**src/rtl/robo_ctrl_if.sv**
```systemverilog
// Command/sensor bundle between the maze-solving controller and the maze simulator.
// The master side (simulator or bench) drives run and the sensors; the slave (controller) drives commands.
interface robo_ctrl_if;
  logic       run;
  logic       head_in;
  logic       left_in;
  logic       under_in;
  logic       barrier_in;
  logic       avancar;
  logic       girar;
  logic       remover;
  logic       done;
  logic [7:0] steps;

  modport master (
    output run, head_in, left_in, under_in, barrier_in,
    input  avancar, girar, remover, done, steps
  );

  modport slave (
    input  run, head_in, left_in, under_in, barrier_in,
    output avancar, girar, remover, done, steps
  );
endinterface

```
**src/rtl/robo_ctrl.sv**
```systemverilog
// Left-hand-rule maze controller: senses, then issues one forward/turn/remove command,
// with barrier removal that gives up after REMOVE_MAX cycles and treats the barrier as a wall.
module robo_ctrl #(
  parameter int unsigned REMOVE_MAX  = 15,
  parameter int unsigned RIGHT_TURNS = 3
) (
  input  logic        selected_clock,
  input  logic        reset,
  robo_ctrl_if.slave  bus
);

  localparam int unsigned         REM_W     = (REMOVE_MAX > 1) ? $clog2(REMOVE_MAX) : 1;
  localparam logic [REM_W-1:0]    REM_LAST  = REM_W'(REMOVE_MAX - 1);
  localparam logic [REM_W-1:0]    REM_ONE   = REM_W'(1);
  localparam logic [1:0]          TURN_LAST = 2'(RIGHT_TURNS - 1);

  typedef enum logic [2:0] {
    IDLE   = 3'd0,
    SENSE  = 3'd1,
    TURN_L = 3'd2,
    FWD    = 3'd3,
    TURN_R = 3'd4,
    REMOVE = 3'd5,
    DONE   = 3'd6
  } state_t;

  state_t           r_state;
  state_t           w_next_state;
  logic             r_left_lock;
  logic             w_next_lock;
  logic [1:0]       r_turn_cnt;
  logic [1:0]       w_next_turn;
  logic [REM_W-1:0] r_rem_cnt;
  logic [REM_W-1:0] w_next_rem;
  logic             r_avancar;
  logic             r_girar;
  logic             r_remover;
  logic             r_done;
  logic [7:0]       r_steps;
  logic [7:0]       w_next_steps;

  // Next-state, counter and lock decisions
  always_comb begin
    w_next_state = r_state;
    w_next_lock  = r_left_lock;
    w_next_turn  = r_turn_cnt;
    w_next_rem   = r_rem_cnt;
    case (r_state)
      IDLE: begin
        if (bus.run) begin
          w_next_state = SENSE;
        end else begin
          w_next_state = IDLE;
        end
      end
      SENSE: begin
        if (!bus.run) begin
          w_next_state = IDLE;
        end else if (bus.under_in) begin
          w_next_state = DONE;
        end else if (!bus.left_in && !r_left_lock) begin
          // Lock stops a second left turn until we have moved or turned right.
          w_next_state = TURN_L;
          w_next_lock  = 1'b1;
        end else if (bus.barrier_in) begin
          w_next_state = REMOVE;
          w_next_rem   = '0;
        end else if (!bus.head_in) begin
          w_next_state = FWD;
          w_next_lock  = 1'b0;
        end else begin
          w_next_state = TURN_R;
          w_next_lock  = 1'b0;
          w_next_turn  = 2'd0;
        end
      end
      TURN_L: w_next_state = SENSE;
      FWD:    w_next_state = SENSE;
      TURN_R: begin
        if (r_turn_cnt == TURN_LAST) begin
          w_next_state = SENSE;
          w_next_turn  = 2'd0;
        end else begin
          w_next_turn  = r_turn_cnt + 2'd1;
        end
      end
      REMOVE: begin
        if (!bus.barrier_in) begin
          w_next_state = SENSE;
          w_next_rem   = '0;
        end else if (r_rem_cnt == REM_LAST) begin
          // Barrier would not clear: handle it like a wall.
          w_next_state = TURN_R;
          w_next_lock  = 1'b0;
          w_next_turn  = 2'd0;
          w_next_rem   = '0;
        end else begin
          w_next_rem   = r_rem_cnt + REM_ONE;
        end
      end
      DONE:    w_next_state = DONE;
      default: w_next_state = IDLE;
    endcase
  end

  // Step counter update, saturating at 255
  always_comb begin
    if ((w_next_state == FWD) && (r_steps != 8'hFF)) begin
      w_next_steps = r_steps + 8'd1;
    end else begin
      w_next_steps = r_steps;
    end
  end

  // State, counters and registered command outputs
  always_ff @(posedge selected_clock or posedge reset) begin
    if (reset) begin
      r_state     <= IDLE;
      r_left_lock <= 1'b0;
      r_turn_cnt  <= 2'd0;
      r_rem_cnt   <= '0;
      r_steps     <= 8'd0;
      r_avancar   <= 1'b0;
      r_girar     <= 1'b0;
      r_remover   <= 1'b0;
      r_done      <= 1'b0;
    end else begin
      r_state     <= w_next_state;
      r_left_lock <= w_next_lock;
      r_turn_cnt  <= w_next_turn;
      r_rem_cnt   <= w_next_rem;
      r_steps     <= w_next_steps;
      r_avancar   <= (w_next_state == FWD);
      r_girar     <= (w_next_state == TURN_L) || (w_next_state == TURN_R);
      r_remover   <= (w_next_state == REMOVE);
      r_done      <= (w_next_state == DONE);
    end
  end

  assign bus.avancar = r_avancar;
  assign bus.girar   = r_girar;
  assign bus.remover = r_remover;
  assign bus.done    = r_done;
  assign bus.steps   = r_steps;

endmodule

```
**src/flat_wrapper.sv**
```systemverilog
// flat-port wrapper written by rule: the top's interface ports become plain ports
module robo_ctrl_flat 
#(
  parameter int unsigned REMOVE_MAX  = 15,
  parameter int unsigned RIGHT_TURNS = 3
)
  (selected_clock, reset, bus_run, bus_head_in, bus_left_in, bus_under_in, bus_barrier_in, bus_avancar, bus_girar, bus_remover, bus_done, bus_steps);
  robo_ctrl_if bus_i ();
  input  logic selected_clock;
  input  logic reset;
  input wire logic [$bits(bus_i.run)-1:0] bus_run;
  input wire logic [$bits(bus_i.head_in)-1:0] bus_head_in;
  input wire logic [$bits(bus_i.left_in)-1:0] bus_left_in;
  input wire logic [$bits(bus_i.under_in)-1:0] bus_under_in;
  input wire logic [$bits(bus_i.barrier_in)-1:0] bus_barrier_in;
  output wire logic [$bits(bus_i.avancar)-1:0] bus_avancar;
  output wire logic [$bits(bus_i.girar)-1:0] bus_girar;
  output wire logic [$bits(bus_i.remover)-1:0] bus_remover;
  output wire logic [$bits(bus_i.done)-1:0] bus_done;
  output wire logic [$bits(bus_i.steps)-1:0] bus_steps;
  assign bus_i.run = bus_run;
  assign bus_i.head_in = bus_head_in;
  assign bus_i.left_in = bus_left_in;
  assign bus_i.under_in = bus_under_in;
  assign bus_i.barrier_in = bus_barrier_in;
  assign bus_avancar = bus_i.avancar;
  assign bus_girar = bus_i.girar;
  assign bus_remover = bus_i.remover;
  assign bus_done = bus_i.done;
  assign bus_steps = bus_i.steps;
  robo_ctrl #(.REMOVE_MAX(REMOVE_MAX), .RIGHT_TURNS(RIGHT_TURNS)) u_core (.selected_clock(selected_clock), .reset(reset), .bus(bus_i));
endmodule
```
**config.mk**
```make
export PLATFORM = sky130hd
export DESIGN_NAME = robo_ctrl_flat
export DESIGN_NICKNAME = d
export VERILOG_FILES = /design/src/rtl/robo_ctrl_if.sv /design/src/rtl/robo_ctrl.sv /design/src/flat_wrapper.sv
export SDC_FILE = /design/constraint.sdc
export NUM_CORES = 1
export LEC_CHECK = 0
export BUFFER_PORTS_ARGS = -buffer_cell sky130_fd_sc_hd__clkbuf_2
export CAP_MARGIN = 5
export CORE_MARGIN = 8
export CORE_UTILIZATION = 41
export CTS_CLUSTER_DIAMETER = 40
export DETAILED_ROUTE_END_ITERATION = 8
export GPL_ROUTABILITY_DRIVEN = 0
export SYNTH_ARGS = -nofsm -noshare
export SYNTH_HDL_FRONTEND = slang
export SYNTH_SLANG_ARGS = --single-unit
```
**constraint.sdc**
```tcl
create_clock -name selected_clock -period 1.8 [get_ports selected_clock]
set_input_delay 0.09 -clock selected_clock [delete_from_list [all_inputs] [get_ports selected_clock]]
set_output_delay 0.09 -clock selected_clock [all_outputs]
set_load 0.02 [all_outputs]
```
After elaboration in Yosys (flattened, before gate mapping)
Index checks and enable logic that the tools add are counted.

storage, ports and cells
  flip-flop bits (word level) = 22
  latch bits = 0
  bits in writable memories = 0
  bits in read-only memories = 0
  bits of input ports = 7
  output and inout port bits = 12
  word-level logic and storage cells = 80
  memories kept = 0

operators by class
  $add $sub $neg = 3
  multiply operators = 0
  divide/modulo/power cells = 0
  $lt $le $gt $ge = 0
  equal/unequal tests = 23
  shifts and indexed selects = 0
  multiplexer cells = 33
  bitwise logic cells = 0
  reduce and logical (&&, ||, !) cells = 12

operator list
  cell                 number
  $mux 3               8
  $mux 4               6
  $eq 3x3->1 const B   6
  $pmux 3 s6           1
  $mux 2               8
  $ne 2x2->1 const B   7
  $eq 3x2->1 const B   4
  $add 8x1->8 const B  1
  $ne 8x8->1 const B   1
  $pmux 4 s2           1
  $reduce_and 8->1     1
  $mux 1               7
  $pmux 2 s3           1
  $reduce_and 6->1     1
  $reduce_and 5->1     1
  $add 4x1->4 const B  1
  $eq 4x4->1 const B   1
  $eq 3x1->1 const B   1
  $logic_not 3->1      1
  $ne 3x2->1 const B   1
  $reduce_bool 3->1    1
  $add 2x1->2 const B  1
  $eq 2x2->1 const B   1
  $logic_and 1x1->1    2
  6 further kinds      7

Depth between registers and ports, before layout
  depth after elaboration = 8
  gate-level depth with buffers = 8
  mapped depth without buffers = 7

Worst setup path after synthesis
Ideal clock, no wire load.

  kind = register to register
  start = register u_core.r_state[2]
  end = register u_core.r_steps[1], in the netlist u_core.bus.steps[1]
  library setup time = 0.128 ns
  data arrival time = 1.525 ns
  required time = 1.672 ns
  slack = 0.147 ns
  cell stages (with the launch flop) = 7
  path buffers = 1
  clock period less this slack = 1.653 ns
  path through = dfrtp_1 > clkbuf_1 > nor3b_2 > nand3_1 > inv_1 > nand3_1 > mux2_1

on the way
  cells in the longest elaborated chain, start to end = 5
  elaborated cells between the ends (all ways) = 14
  those cells by class = eq/ne: 7; mux: 4; reduce/logical: 3

RTL lines
  item                                                        RTL line                          RTL
  start, declared                                             robo_ctrl.sv:27                   state_t r_state;
  start signal, assigned                                      robo_ctrl.sv:128                  r_state <= w_next_state;
  $eq 3x2->1 / $mux 3 (equally long branches)                 robo_ctrl.sv:48, robo_ctrl.sv:91
  $reduce_or 2->1 (no line) / $mux 3 (equally long branches)  n/a
  $pmux 3 s6 *                                                robo_ctrl.sv:48                   case (r_state)
  $eq 3x2->1 *                                                robo_ctrl.sv:108                  if ((w_next_state == FWD) && (r_steps != 8'hFF)) begin
  $logic_and 1x1->1 *                                         robo_ctrl.sv:108
  end signal, assigned                                        robo_ctrl.sv:132                  r_steps <= w_next_steps;
  end, declared                                               robo_ctrl.sv:39                   logic [7:0] r_steps;

Every way passes the cells marked *; elsewhere a longest branch is shown, timed or not.
A chain may end at the register's enable or synchronous reset.

Worst setup path in the final report
  start = register u_core.r_rem_cnt[0]
  end = register u_core.r_steps[1], in the netlist u_core.bus.steps[1]

on the way
  cells in the longest elaborated chain, start to end = 6

RTL lines
  item                    RTL line          RTL
  start, declared         robo_ctrl.sv:33   logic [REM_W-1:0] r_rem_cnt;
  start signal, assigned  robo_ctrl.sv:131  r_rem_cnt <= w_next_rem;
  $eq 4x4->1              robo_ctrl.sv:91   end else if (r_rem_cnt == REM_LAST) begin
  $mux 3                  robo_ctrl.sv:91
  $mux 3                  robo_ctrl.sv:88   if (!bus.barrier_in) begin
  $pmux 3 s6              robo_ctrl.sv:48
  $eq 3x2->1              robo_ctrl.sv:108
  $logic_and 1x1->1       robo_ctrl.sv:108

No other way between the ends.

==> metrics.md <==
| Metric | Value |
|---|---|
| Cells after Synth | 120 |
| Via count | 1025 |
| Unrepaired setup endpoints after global routing | yes |
| Row cnt | 19 |
| Largest net degree at the start of global routing | 23 |
| First-pass DRT Iterations | 4 |
| Count of pins over their slew limit | 0 |
| Ys async rst share | 100% |
| Gr usage total | 11.0% |
| Worst-path cell chain | inv_1 > ha_2 > nand4_1 > a32oi_2 > o21ai_2 > nand3_2 > mux2_4 |
| H-tree depth | 1 |
| Max_slew headroom | 70.0% |
| Yosys warnings | 0 |
| Worst Path Required | 2.02 ns |
| Main flop type after synthesis | dfrtp_1 |
| Synth top area share | between 40% and 50% |
| Core Util, Final | 56.0% |
| Max Fanout on Critical Path | 5 |
| Clock Sink Count | 22 |
| Worst path bufs/invs | 1 |
| Synthesized net count | between 100 and 150 |
| # Max-Cap Violations | 0 |
| IO Port Bufs | 18 |
| Die width | between 70 and 80 um |
| Initial Util | ~44% |
| Number of global-route vias before repair | 991 |
| Cell Area, Synth | 1210 um^2 |
| Cell with the most instances after synthesis | dfrtp_1 |
| GRT overflow | 0 |
| Fillers | 238 |
| Worst reg2reg startpoint | u_core.r_rem_cnt[0] |
| Synth area leader | dfrtp_1 |
| Syn-to-layout area delta | 28.4% |
| Status | finished, final reports clean |
| Area of the core | 2780 um^2 |
| Nets@finish | 168 |
| Worst hold path class | input port to register |
| Dpl hpwl | 1.96 mm |
| Arrival time of the worst setup path | between 1.5 and 2 ns |
| Max stage delay cell, worst path | dfrtp_1 |
| Placed cell areas | roughly 1400 um^2 |
| PwrDens | 1300 nW/um^2 |
| R2R Setup Slk | 0.07 ns |
| Multi-input logic area | 683 um^2 |
| Worst-Skew Late Latency | 0.32 ns |
| WP depth | 7 |
| Final Hold Vio Count | 0 |
| Clock root buffer | clkbuf_4 |
| Critical Path Start | u_core.r_rem_cnt[0] |
| Period minus WS final | 1.73 ns |
| Layout cells sized above 1 | around two fifths |
| DRC | 0 |
| Synth area leaders | dfrtp_1 45%, o21ai_0 4.1%, nor4b_2 3.7% |
| Distinct cells, synth | 44 |
| CTS tree | yes |
| CP endpoint kind | register |
| Crit path capture | u_core.bus.steps[1] |
| Die ar. | roughly 5000 um^2 |
| Initial antenna violation count | 0 |
| Leak | 0.749 nW |
| Seq/Total Area, Yosys | 45.4% |
| Crit Reg-Reg Endpoint | u_core.bus.steps[1] |
| Worst VDD drop | 0.861 mV |
| TritonCTS Buffers | 3 |
| IO Pins | 19 |
| Seq. cell area | 552 um^2 |
| Crit share post-route | between 90% and 100% |
| Worst-path clk slew | 0.13 ns |
| N_diodes | 0 |
| Pre-CTS setup slack | approximately 0.019 ns |
| Post-route ant nets | 0 |
| CP delay by family, top | compound AO/OA/AOI/OAI gates |
| Commonest cells post-synth | 22 x dfrtp_1, 10 x nand2_1, 10 x o21ai_0, 8 x nor2_1, 6 x nand3_1 |
| Setup WS post-layout | 0.0699 ns |
| R2R cell count | 7 |
| Max frequency | ~0.58 GHz |
| Initial DRC count | 37 |
| Setup violations, final | 0 |
| Slew @ Worst Pin | 0.445 ns |
| Clk_skew | between 0.006 and 0.007 ns |
| Die Y | 70.4 um |
| Register bit total from synthesis | 22 |
| Fin area | about 1600 um^2 |
| Crit-path max cell delay | 0.41 ns |
| First-pass GRT wire length | 4.52 mm |
| CP startpoint kind | register |
| DRT Wirelength | 2.71 mm |
| Post-synth EDFFs | 0 |
| Synth Area per Inst | 10.1 um^2 |
| WL/cell | between 10 and 15 um |
| Via-to-Cell Ratio | roughly 5.5 |
| CTS max path bufs | 2 |
| Kind of critical path | register to register |
[worst min-delay path by stage]
stage | start | cells after the start | end
2_1_floorplan | reset | 1 | u_core.bus.avancar
3_3_place_gp | reset | 3 | u_core.bus.avancar
3_5_place_dp | reset | 3 | u_core.bus.steps[6]
4_1_cts | bus_under_in | 3 | u_core.r_state[1]
5_1_grt | bus_under_in | 3 | u_core.r_state[1]
6_report | bus_under_in | 3 | u_core.r_state[1]
[where the power goes]
part	leakage (nW)	internal, W	switching, W
clock network	0.0279	0.000225	0.000161
logic	0.428	0.000461	0.000464
registers	0.293	0.000614	0.000101
[layer usage]
| metal | part of all wire [%] | track usage [%] | wire length [um] |
|---|---|---|---|
| met2 | 45 | 17.1 | 1220 |
| met4 | 2.0 | 4.69 | 55 |
| met5 | 0 | 0 | 0 |
| met1 | 48 | 13.5 | 1290 |
| met3 | 5.0 | 3.81 | 134 |
[placed cells by master, fill, tap and decap left out, types with 2 or more instances in the layout]
cell / Yosys / final
dfrtp_1: 22 / 21
a21oi_1: 2 / 2
inv_1: 5 / 5
nand2b_1: 5 / 5
nor4b_2: 3 / 2
and4_1: 2 / 2
nand3_1: 6 / 5
ha_1: 3 / 2
xnor2_1: 2 / 2
xor2_1: 4 / 4
a31oi_1: 3 / 3
clkbuf_2: 0 / 18
clkbuf_4: 0 / 3
o21ai_2: 1 / 2
buf_4: 0 / 15
nand4_1: 4 / 4
nor2b_1: 2 / 2
o21ai_0: 10 / 10
nor2_1: 8 / 8
nand2_1: 10 / 10
[logic make-up after synthesis]
kind of cell               Yosys count  synth area share, %
buffers and inverters                7                 2.78
muxes                                1                0.928
and+or+nand+nor                     54                 28.8
AOI/OAI and AO/OA                   27                 14.7
DFF                                 22                 45.4
adders and majority gates            3                 3.09
xor gates and xnor gates             6                 4.33
[sequential cells by signal, indices dropped and copies added, names as in the netlist, 2 cells and up]
register	count
u_core.bus.steps	8
u_core.r_rem_cnt	4
u_core.r_state	3
u_core.r_turn_cnt	2
[stage by stage]
step	hold slack, ns	setup TNS, ns	std cells	total power, W
finish	0.150	0	188	0.00203
global route	0.182	-0.0394	188	0.00217
CTS	0.121	0	183	0.00186
detailed placement	0.124	0	178	0.00148
global placement	0.119	0	178	0.00146
floorplan	0.0792	0	120	0.00124
[area by class of cell]
type / count / share of cell area, %
well taps: 31 / 2.49
inverters: 5 / 1.20
multi-input cells: 92 / 43.9
repair buffers: 34 / 13.7
clock inverters: 1 / 1.93
flip-flops and latches: 22 / 35.4
clock buffers: 3 / 1.45
[repair_timing]
| action | CTS | global route |
|---|---|---|
| hold buffers | 1 | 0 |
| setup endpoints to repair | 0 | 8 |
| resized for setup | 0 | 10 |
| endpoints found under the hold margin | 22 | 0 |
| buffers inserted | 0 | 4 |
[worst register-to-register path, delay by kind of cell, from the launching register on]
kind / cells / cell delay [ns]
DFF: 1 / 0.41
AOI/OAI and AO/OA: 2 / 0.44
adders and majority gates: 1 / 0.19
muxes: 1 / 0.30
and+or+nand+nor: 2 / 0.23
buffers and inverters: 1 / 0.06
Power figures use the tool's default switching activity.
